<file path="src/rtl/nes_pad_responder_pkg.sv">
// nes_pkg: shared constants for the NES pad responder.
// Button bit indices, frame width and FSM state encoding.
package nes_pkg;

  localparam int NES_BITS = 8;

  localparam int BTN_A      = 0;
  localparam int BTN_B      = 1;
  localparam int BTN_SELECT = 2;
  localparam int BTN_START  = 3;
  localparam int BTN_UP     = 4;
  localparam int BTN_DOWN   = 5;
  localparam int BTN_LEFT   = 6;
  localparam int BTN_RIGHT  = 7;

  typedef enum logic [1:0] {
    IDLE  = 2'd0,
    LOAD  = 2'd1,
    SHIFT = 2'd2,
    DONE  = 2'd3
  } nes_state_e;

endpackage

</file>
<file path="src/rtl/nes_pad_responder_debounce.sv">
// nes_debounce: one-bit stable-count filter, built only with NES_DEBOUNCE_EN.
// Ports: clk, reset (async active-low), din (synchronized), dout (filtered).
`ifdef NES_DEBOUNCE_EN
module nes_debounce #(
  parameter int CYCLES = 250000
) (
  input  logic clk,
  input  logic reset,
  input  logic din,
  output logic dout
);

  localparam int CW = $clog2(CYCLES + 1);

  logic [CW-1:0] cnt;

  // dout follows din only after CYCLES consecutive differing samples
  always_ff @(posedge clk or negedge reset) begin
    if (!reset) begin
      cnt  <= '0;
      dout <= 1'b0;
    end else if (din == dout) begin
      cnt <= '0;
    end else if (cnt == CW'(CYCLES - 1)) begin
      cnt  <= '0;
      dout <= din;
    end else begin
      cnt <= cnt + CW'(1);
    end
  end

endmodule
`endif

</file>
<file path="src/rtl/nes_pad_responder.sv">
// nes_pad_responder: NES controller (responder side); host drives latch/nes_clk.
// Ports: clk, reset(n), latch, nes_clk, buttons[8] -> data, frame_done, link_active, snapshot. Option: NES_DEBOUNCE_EN.
module nes_pad_responder
  import nes_pkg::*;
#(
  parameter int SYNC_STAGES     = 2,
  parameter int FRAME_TIMEOUT   = 5000000,
  parameter int DEBOUNCE_CYCLES = 250000
) (
  input  logic                clk,
  input  logic                reset,
  input  logic                latch,
  input  logic                nes_clk,
  input  logic [NES_BITS-1:0] buttons,
  output logic                data,
  output logic                frame_done,
  output logic                link_active,
  output logic [NES_BITS-1:0] snapshot
);

  localparam int TW = $clog2(FRAME_TIMEOUT + 1);

  if (SYNC_STAGES < 2 || SYNC_STAGES > 4 || DEBOUNCE_CYCLES < 1) begin : g_bad_cfg
    $error("nes_pad_responder: illegal parameter set");
  end

  // {latch, nes_clk, buttons} move through the sync chain together
  for (genvar i = 0; i < SYNC_STAGES; i++) begin : g_sync
    logic [NES_BITS+1:0] d;
    logic [NES_BITS+1:0] q;
    if (i == 0) begin : g_first
      assign d = {latch, nes_clk, buttons};
    end else begin : g_next
      assign d = g_sync[i-1].q;
    end
    always_ff @(posedge clk or negedge reset) begin
      if (!reset) q <= '0;
      else        q <= d;
    end
  end

  logic [NES_BITS+1:0] sync_w;
  logic                latch_s;
  logic                nclk_s;
  logic [NES_BITS-1:0] btn_s;
  logic [NES_BITS-1:0] buttons_f;

  assign sync_w  = g_sync[SYNC_STAGES-1].q;
  assign latch_s = sync_w[NES_BITS+1];
  assign nclk_s  = sync_w[NES_BITS];
  assign btn_s   = sync_w[NES_BITS-1:0];

`ifdef NES_DEBOUNCE_EN
  for (genvar b = 0; b < NES_BITS; b++) begin : g_db
    nes_debounce #(
      .CYCLES(DEBOUNCE_CYCLES)
    ) u_db (
      .clk  (clk),
      .reset(reset),
      .din  (btn_s[b]),
      .dout (buttons_f[b])
    );
  end
`else
  assign buttons_f = btn_s;
`endif

  logic latch_d;
  logic nclk_d;
  logic latch_rise;
  logic latch_fall;
  logic nclk_rise;

  always_ff @(posedge clk or negedge reset) begin
    if (!reset) begin
      latch_d <= 1'b0;
      nclk_d  <= 1'b0;
    end else begin
      latch_d <= latch_s;
      nclk_d  <= nclk_s;
    end
  end

  assign latch_rise = latch_s & ~latch_d;
  assign latch_fall = ~latch_s & latch_d;
  assign nclk_rise  = nclk_s & ~nclk_d;

  nes_state_e          state;
  logic [NES_BITS-1:0] sr;
  logic [3:0]          bit_cnt;
  logic [TW-1:0]       tmo_cnt;
  logic                tmo_sat;
  logic                tmo_last;

  assign tmo_sat  = (tmo_cnt == TW'(FRAME_TIMEOUT));
  assign tmo_last = (tmo_cnt == TW'(FRAME_TIMEOUT - 1));
  assign data     = sr[0];

  // latch rise outranks timeout and shifting in the same cycle
  always_ff @(posedge clk or negedge reset) begin
    if (!reset) begin
      state       <= IDLE;
      sr          <= '1;
      bit_cnt     <= '0;
      tmo_cnt     <= '0;
      frame_done  <= 1'b0;
      link_active <= 1'b0;
      snapshot    <= '0;
    end else begin
      frame_done <= 1'b0;
      if (latch_rise) begin
        state       <= LOAD;
        sr          <= ~buttons_f;
        bit_cnt     <= '0;
        tmo_cnt     <= '0;
        link_active <= 1'b1;
      end else if (tmo_last) begin
        state       <= IDLE;
        sr          <= '1;
        bit_cnt     <= '0;
        tmo_cnt     <= TW'(FRAME_TIMEOUT);
        link_active <= 1'b0;
      end else begin
        if (!tmo_sat) tmo_cnt <= tmo_cnt + TW'(1);
        unique case (state)
          IDLE: sr <= '1;
          LOAD: begin
            sr      <= ~buttons_f;
            bit_cnt <= '0;
            if (latch_fall) begin
              snapshot <= buttons_f;
              state    <= SHIFT;
            end
          end
          SHIFT: begin
            if (nclk_rise) begin
              sr      <= {1'b0, sr[NES_BITS-1:1]};
              bit_cnt <= bit_cnt + 4'd1;
              if (bit_cnt == 4'd7) begin
                state      <= DONE;
                frame_done <= 1'b1;
              end
            end
          end
          DONE: begin
            if (nclk_rise) begin
              sr      <= {1'b0, sr[NES_BITS-1:1]};
              bit_cnt <= 4'd8;
            end
          end
        endcase
      end
    end
  end

endmodule

</file>
<file path="config.mk">
export PLATFORM = sky130hd
export DESIGN_NAME = nes_pad_responder
export DESIGN_NICKNAME = d
export VERILOG_FILES = /design/src/rtl/nes_pad_responder_pkg.sv /design/src/rtl/nes_pad_responder_debounce.sv /design/src/rtl/nes_pad_responder.sv
export SDC_FILE = /design/constraint.sdc
export NUM_CORES = 1
export LEC_CHECK = 0
export BUFFER_PORTS_ARGS = -buffer_cell sky130_fd_sc_hd__buf_2
export CAP_MARGIN = 5
export CELL_PAD_IN_SITES_DETAIL_PLACEMENT = 2
export CELL_PAD_IN_SITES_GLOBAL_PLACEMENT = 2
export CORE_UTILIZATION = 23
export CTS_CLUSTER_DIAMETER = 100
export CTS_CLUSTER_SIZE = 8
export DETAILED_ROUTE_END_ITERATION = 6
export HOLD_SLACK_MARGIN = 0.1
export PLACE_DENSITY = 0.48
export SLEW_MARGIN = 5
export SYNTH_ARGS = -nofsm -noshare
export SYNTH_HDL_FRONTEND = slang
export SYNTH_SLANG_ARGS = --single-unit
</file>
<file path="constraint.sdc">
create_clock -name clk -period 2.4 [get_ports clk]
set_input_delay 0.48 -clock clk [delete_from_list [all_inputs] [get_ports clk]]
set_output_delay 0.48 -clock clk [all_outputs]
set_load 0.01 [all_outputs]
</file>
=== Yosys cells after proc, flatten, opt, wreduce, memory -nomap -nowiden ===
Cells that the tools add are included.

* Bitwise gates (word level): 9
* $add $sub $neg: 2
* Multiplexer cells: 25
* Reduce and logical (&&, ||, !) cells: 8
* Equal/unequal tests: 12

{| class="wikitable"
|+ Operators by type and width
! kind !! number
|-
| $mux 23 || 3
|-
| $eq 23x23->1 const B || 2
|-
| $mux 8 || 3
|-
| $pmux 8 s3 || 1
|-
| $add 23x1->23 const B || 1
|-
| $mux 4 || 4
|-
| $ne 4x4->1 const B || 4
|-
| $pmux 4 s3 || 1
|-
| $mux 2 || 5
|-
| $not 8->8 || 1
|-
| $reduce_and 4->1 || 2
|-
| $mux 1 || 7
|-
| $not 1->1 || 5
|-
| $reduce_bool 5->1 || 1
|-
| $add 4x1->4 const B || 1
|-
| $eq 2x2->1 const B || 2
|-
| $eq 4x3->1 const B || 1
|-
| $ne 4x1->1 const B || 1
|-
| $pmux 2 s2 || 1
|-
| $reduce_bool 4->1 || 1
|-
| $and 1x1->1 || 3
|-
| $ne 3x2->1 const B || 1
|-
| $reduce_and 3->1 || 1
|-
| $eq 2x1->1 const B || 1
|-
| other kinds (3) || 3
|}

* Bits of input ports: 12
* Output and inout port bits: 11
* Register bits after elaboration: 69

=== Logic depth before layout (Yosys ltp) ===
* Depth after elaboration: 6
* Gate-level depth with buffers: 8
* Gate-level depth less buffers: 6

=== Worst setup path before layout ===
OpenSTA, ideal clock, no wires.

* Kind: reg2reg
* Start: register tmo_cnt[0]
* End: register snapshot[0]
* Arrival time: 1.813 ns
* Buffers on the path: 1
* Data required time: 2.275 ns
* Cell stages (with the launch flop): 6
* Period minus slack after synthesis: 1.938 ns
* Path slack: 0.462 ns
* Cell sequence: dfrtp_1 > ha_1 > clkbuf_1 > and3b_1 > a211oi_4 > mux2_2

* Longest elaborated chain between the ends: 3

{| class="wikitable"
|+ Ends and longest elaborated chain
! element !! line !! source
|-
| from (decl) || nes_pad_responder.sv:91 || <nowiki>logic [TW-1:0] tmo_cnt;</nowiki>
|-
| from (signal assigned) || nes_pad_responder.sv:121 || <nowiki>tmo_cnt <= TW'(FRAME_TIMEOUT);</nowiki>
|-
| from (signal assigned) || nes_pad_responder.sv:124 || <nowiki>if (!tmo_sat) tmo_cnt <= tmo_cnt + TW'(1);</nowiki>
|-
| $eq 23x23->1 || nes_pad_responder.sv:96 || <nowiki>assign tmo_last = (tmo_cnt == TW'(FRAME_TIMEOUT - 1));</nowiki>
|-
| $not 1->1 (no line) || n/a ||
|-
| $reduce_and 4->1 (no line) || n/a ||
|-
| to (signal assigned) || nes_pad_responder.sv:131 || <nowiki>snapshot <= buttons_f;</nowiki>
|-
| to (decl) || nes_pad_responder.sv:18 || <nowiki>output logic [NES_BITS-1:0] snapshot</nowiki>
|}

Every way passes these cells.
A chain may end at the register's enable or synchronous reset.

=== Worst setup path after layout ===
* Start: register tmo_cnt[10]
* End: register snapshot[5]

The elaborated chain is that of the path after synthesis.

==> parameters.txt <==
Parameter                              Value

Route
  Overall via count from detail_route ... 2,308
  TritonRoute pass-1 iters ... 6
  DRC marker count from the first detailed-route iteration ... 90
  Routed Antenna Nets ... 0
  Average detailed-routed wire length per instance ... 16.5 microns
  Post-DR vias/cell ... 4.69
  Post-detailed-route DRC marker count ... 0
  Final wirelength ... 8140 microns

Synth
  Netlist Area Pre-Place ... 0.00312 sq mm
  Portion of netlist area occupied by mux cells ... 3.53%
  Leading area contributor after synthesis ... sky130_fd_sc_hd__dfrtp_1
  Syn nets ... 297
  Distinct cell type count of the synthesized netlist ... between 40 and 50
  Simple-gate share of the synthesized area ... about 17%
  Main combinational cell family by area after synthesis ... simple AND/OR/NAND/NOR gates
  Biggest area contributors in the synthesized netlist ... sky130_fd_sc_hd__dfrtp_1, sky130_fd_sc_hd__dfstp_2, sky130_fd_sc_hd__ha_1, sky130_fd_sc_hd__xor2_1, sky130_fd_sc_hd__mux2_2
  Fraction of synthesized cell area taken by the top area cell type ... 48.9%
  Syn avg cell area ... 11.3 sq um
  Adder-cell share of the synthesized area ... under 10%
  Sequential cell area fraction in the yosys report ... 55.6%
  Share of flip-flops with an asynchronous set or reset ... 100%
  Share of the synthesized area in compound gates (AO/OA/AOI/OAI) ... 13.9%
  Number of warnings reported in the yosys synthesis log ... 0
  Number of instances in the synthesized netlist ... 276
  Post-synth EDFFs ... 0
  Top_reg_cell synth ... sky130_fd_sc_hd__dfrtp_1
  XOR/XNOR share of the synthesized area ... under 10%
  Flip-flop and latch count after synthesis ... between 60 and 70

STA
  Fin. max-slew vios ... 0
  Crit share post-route ... 80.3%
  Final sum of negative setup slack ... 0 ns
  Transition time of the tightest slew-check pin ... 0.599 ns
  Clock skew ... 0.00669 ns
  Setup repair after global routing missed its margin ... false
  Number of setup violations in the final report ... 0
  Final hold vios ... 0
  Normalized max-slew margin ... 60.0%
  Shortest period the worst path allows ... 1.93 ns
  Timing-limited maximum frequency ... 519 MHz

Critical path
  Kind of critical path ... reg -> reg
  Element type at the critical path end ... flip-flop
  Worst path required time ... 2.62 ns
  Peak fanout along the critical path ... 6
  Critical Path Source Type ... flip-flop
  Signal arrival time at the worst endpoint ... roughly 2.2 ns

Clocking
  Clock sinks ... between 60 and 70
  Gates resized, CTS repair ... 0
  Root buffer cell ... sky130_fd_sc_hd__clkbuf_16
  Clock Latency Late Sink ... approximately 0.34 ns
  Clock transition time at the flip-flop clock pins of the worst setup and hold paths ... 0.06 ns
  Num CTS Buffers ... 9
  Number of H-tree levels ... 3
  Buffer levels on the longest clock path ... 2
  CTS tree ... yes

Layout
  Ant. Diodes ... 0
  Commonest cells after routing, fill and taps aside ... sky130_fd_sc_hd__dfrtp_1, sky130_fd_sc_hd__buf_2, sky130_fd_sc_hd__a21oi_1
  Post-route design area ... 0.00385 sq mm
  Layout Utilization ... 29.1%
  Final net count ... 332
  Most common cell after layout, fill and taps aside ... sky130_fd_sc_hd__dfrtp_1
  Storage cell area ... 0.00174 sq mm
  Area growth from synthesis to layout ... 23.4%
  Filler instances ... 1,465
  Non-Filler Instances ... 492
  Multi-input logic area ... 0.00130 sq mm
  Fraction of layout instances using a drive strength above 1 ... 24.1%

Pwr
  Power per cell area ... 1060 mW/mm^2
  Reported leakage power ... 1.64 nW
  Total power draw ... about 4 mW
  Maximum vdd drop ... ~0.43 mV

Placed design
  Post-DP HPWL ... 5730 microns
  Count of input and output buffers ... 22
  Area after DPL ... around 0.0035 sq mm
  GPL Wtd Cong ... 0.721
  Number of placed instances with taps included ... 475

GRT
  First-pass GRT wire length ... 13,600 microns
  Largest net degree at the start of global routing ... 54
  Congestion Overflow GR ... 0
  Global-route usage over all layers ... 12.8%
  Antenna violations before repair ... 0
  Number of global-route vias before repair ... 2,510

Min path
  Class of the tightest hold or removal check ... in -> reg

Outcome
  Status ... finished, final reports clean

Die
  Initial Util ... 23.6%
  Die Y-Extent ... between 100 and 150 microns
  Horiz. Die Dim ... 119 microns
  Core area ... 0.0132 sq mm
  Area of the die ... 0.0140 sq mm
  Ports ... 23
  Rows ... 42

Flow run
  Count of max-cap constraint violations ... 0
-- layer usage --
metal | up-vias | global-route usage [%] | wire length (microns)
li1 | 1081 | - | -
met1 | 1192 | 16.9 | 4080
met2 | 27 | 19.7 | 3710
met3 | 8 | 3.57 | 217
met4 | 0 | 4.98 | 132
met5 | - | 0 | 0
-- cells in the mapped netlist (3+ instances only) --
master	number
sky130_fd_sc_hd__a211oi_1	3
sky130_fd_sc_hd__nor2b_1	3
sky130_fd_sc_hd__nor2_1	14
sky130_fd_sc_hd__nand2_1	16
sky130_fd_sc_hd__o22ai_1	8
sky130_fd_sc_hd__nand4_1	8
sky130_fd_sc_hd__o21ai_0	8
sky130_fd_sc_hd__and3_1	5
sky130_fd_sc_hd__nand3_1	14
sky130_fd_sc_hd__mux2_2	8
sky130_fd_sc_hd__nor4b_1	3
sky130_fd_sc_hd__dfrtp_1	61
sky130_fd_sc_hd__nor3_1	4
sky130_fd_sc_hd__and4_1	5
sky130_fd_sc_hd__xor2_1	11
sky130_fd_sc_hd__nand2b_1	3
sky130_fd_sc_hd__a22oi_1	8
sky130_fd_sc_hd__inv_1	8
sky130_fd_sc_hd__or4_1	3
sky130_fd_sc_hd__dfstp_2	8
sky130_fd_sc_hd__a21oi_1	17
sky130_fd_sc_hd__buf_2	3
sky130_fd_sc_hd__ha_1	9
sky130_fd_sc_hd__or3_1	4
sky130_fd_sc_hd__clkbuf_1	8
sky130_fd_sc_hd__o31ai_1	4
sky130_fd_sc_hd__o2bb2ai_1	7
-- through the flow --
| stage | setup slack [ns] | hold slack [ns] |
|---|---|---|
| after floorplan | 0.462 | 0.184 |
| after global placement | 0.420 | 0.333 |
| after detailed placement | 0.451 | 0.336 |
| after CTS | 0.438 | 0.224 |
| after global routing | 0.321 | 0.223 |
| final | 0.472 | 0.244 |
-- worst max-delay path: stages, from the launching register on --
cell and delay [ns]:
sky130_fd_sc_hd__dfrtp_1 0.46, sky130_fd_sc_hd__nor4b_1 0.43, sky130_fd_sc_hd__and4_1 0.37, sky130_fd_sc_hd__a211oi_4 0.11, sky130_fd_sc_hd__buf_4 0.19, sky130_fd_sc_hd__mux2_2 0.26
-- power breakdown --
part	leakage, nW	switching [mW]	internal (mW)
Sequential	0.854	0.154	1.43
Clock	0.161	0.548	0.924
Combinational	0.623	0.549	0.467
-- path summary, 6_finish.rpt --
kind                                startpoint             end  slack, ns  cells past startpoint
worst max register to register     tmo_cnt[10]     snapshot[5]       0.47                      5
max in group asynchronous                reset           sr[7]       1.22                      3
worst max-delay path               tmo_cnt[10]     snapshot[5]       0.47                      5
min in group asynchronous                reset  g_sync[0].q[8]       0.56                      2
worst min register to register  g_sync[0].q[9]  g_sync[1].q[9]       0.35                      0
worst min-delay path                buttons[4]  g_sync[0].q[4]       0.24                      1
-- kinds of logic (layout without fill, tap and decap cells) --
logic type,Yosys count,after routing
xor+xnor,12,12
fa+ha+maj,9,9
compound gates,62,62
simple gates,93,93
flops,69,69
buf+inv,21,61
mux,10,10
-- state kept, by name, indices dropped and copies added, names as in the netlist --
register / cells
link_active: 1
nclk_d: 1
frame_done: 1
tmo_cnt: 23
sr: 8
g_sync.q: 20
state: 2
snapshot: 8
bit_cnt: 4
latch_d: 1
-- timing repair --
item | CTS | global route
setup buffers | 0 | 0
hold endpoints to repair | 16 | 0
hold buffers | 1 | 0
-- final cells by class --
cell class | count | share of cell area (%)
sequential | 69 | 45.1
multi-input combinational | 186 | 33.6
timing repair buffer | 37 | 6.24
clock buffer | 9 | 5.85
tap | 176 | 5.72
clock inverter | 7 | 2.70
inverter | 8 | 0.779
(Power assumes the default switching activity.)
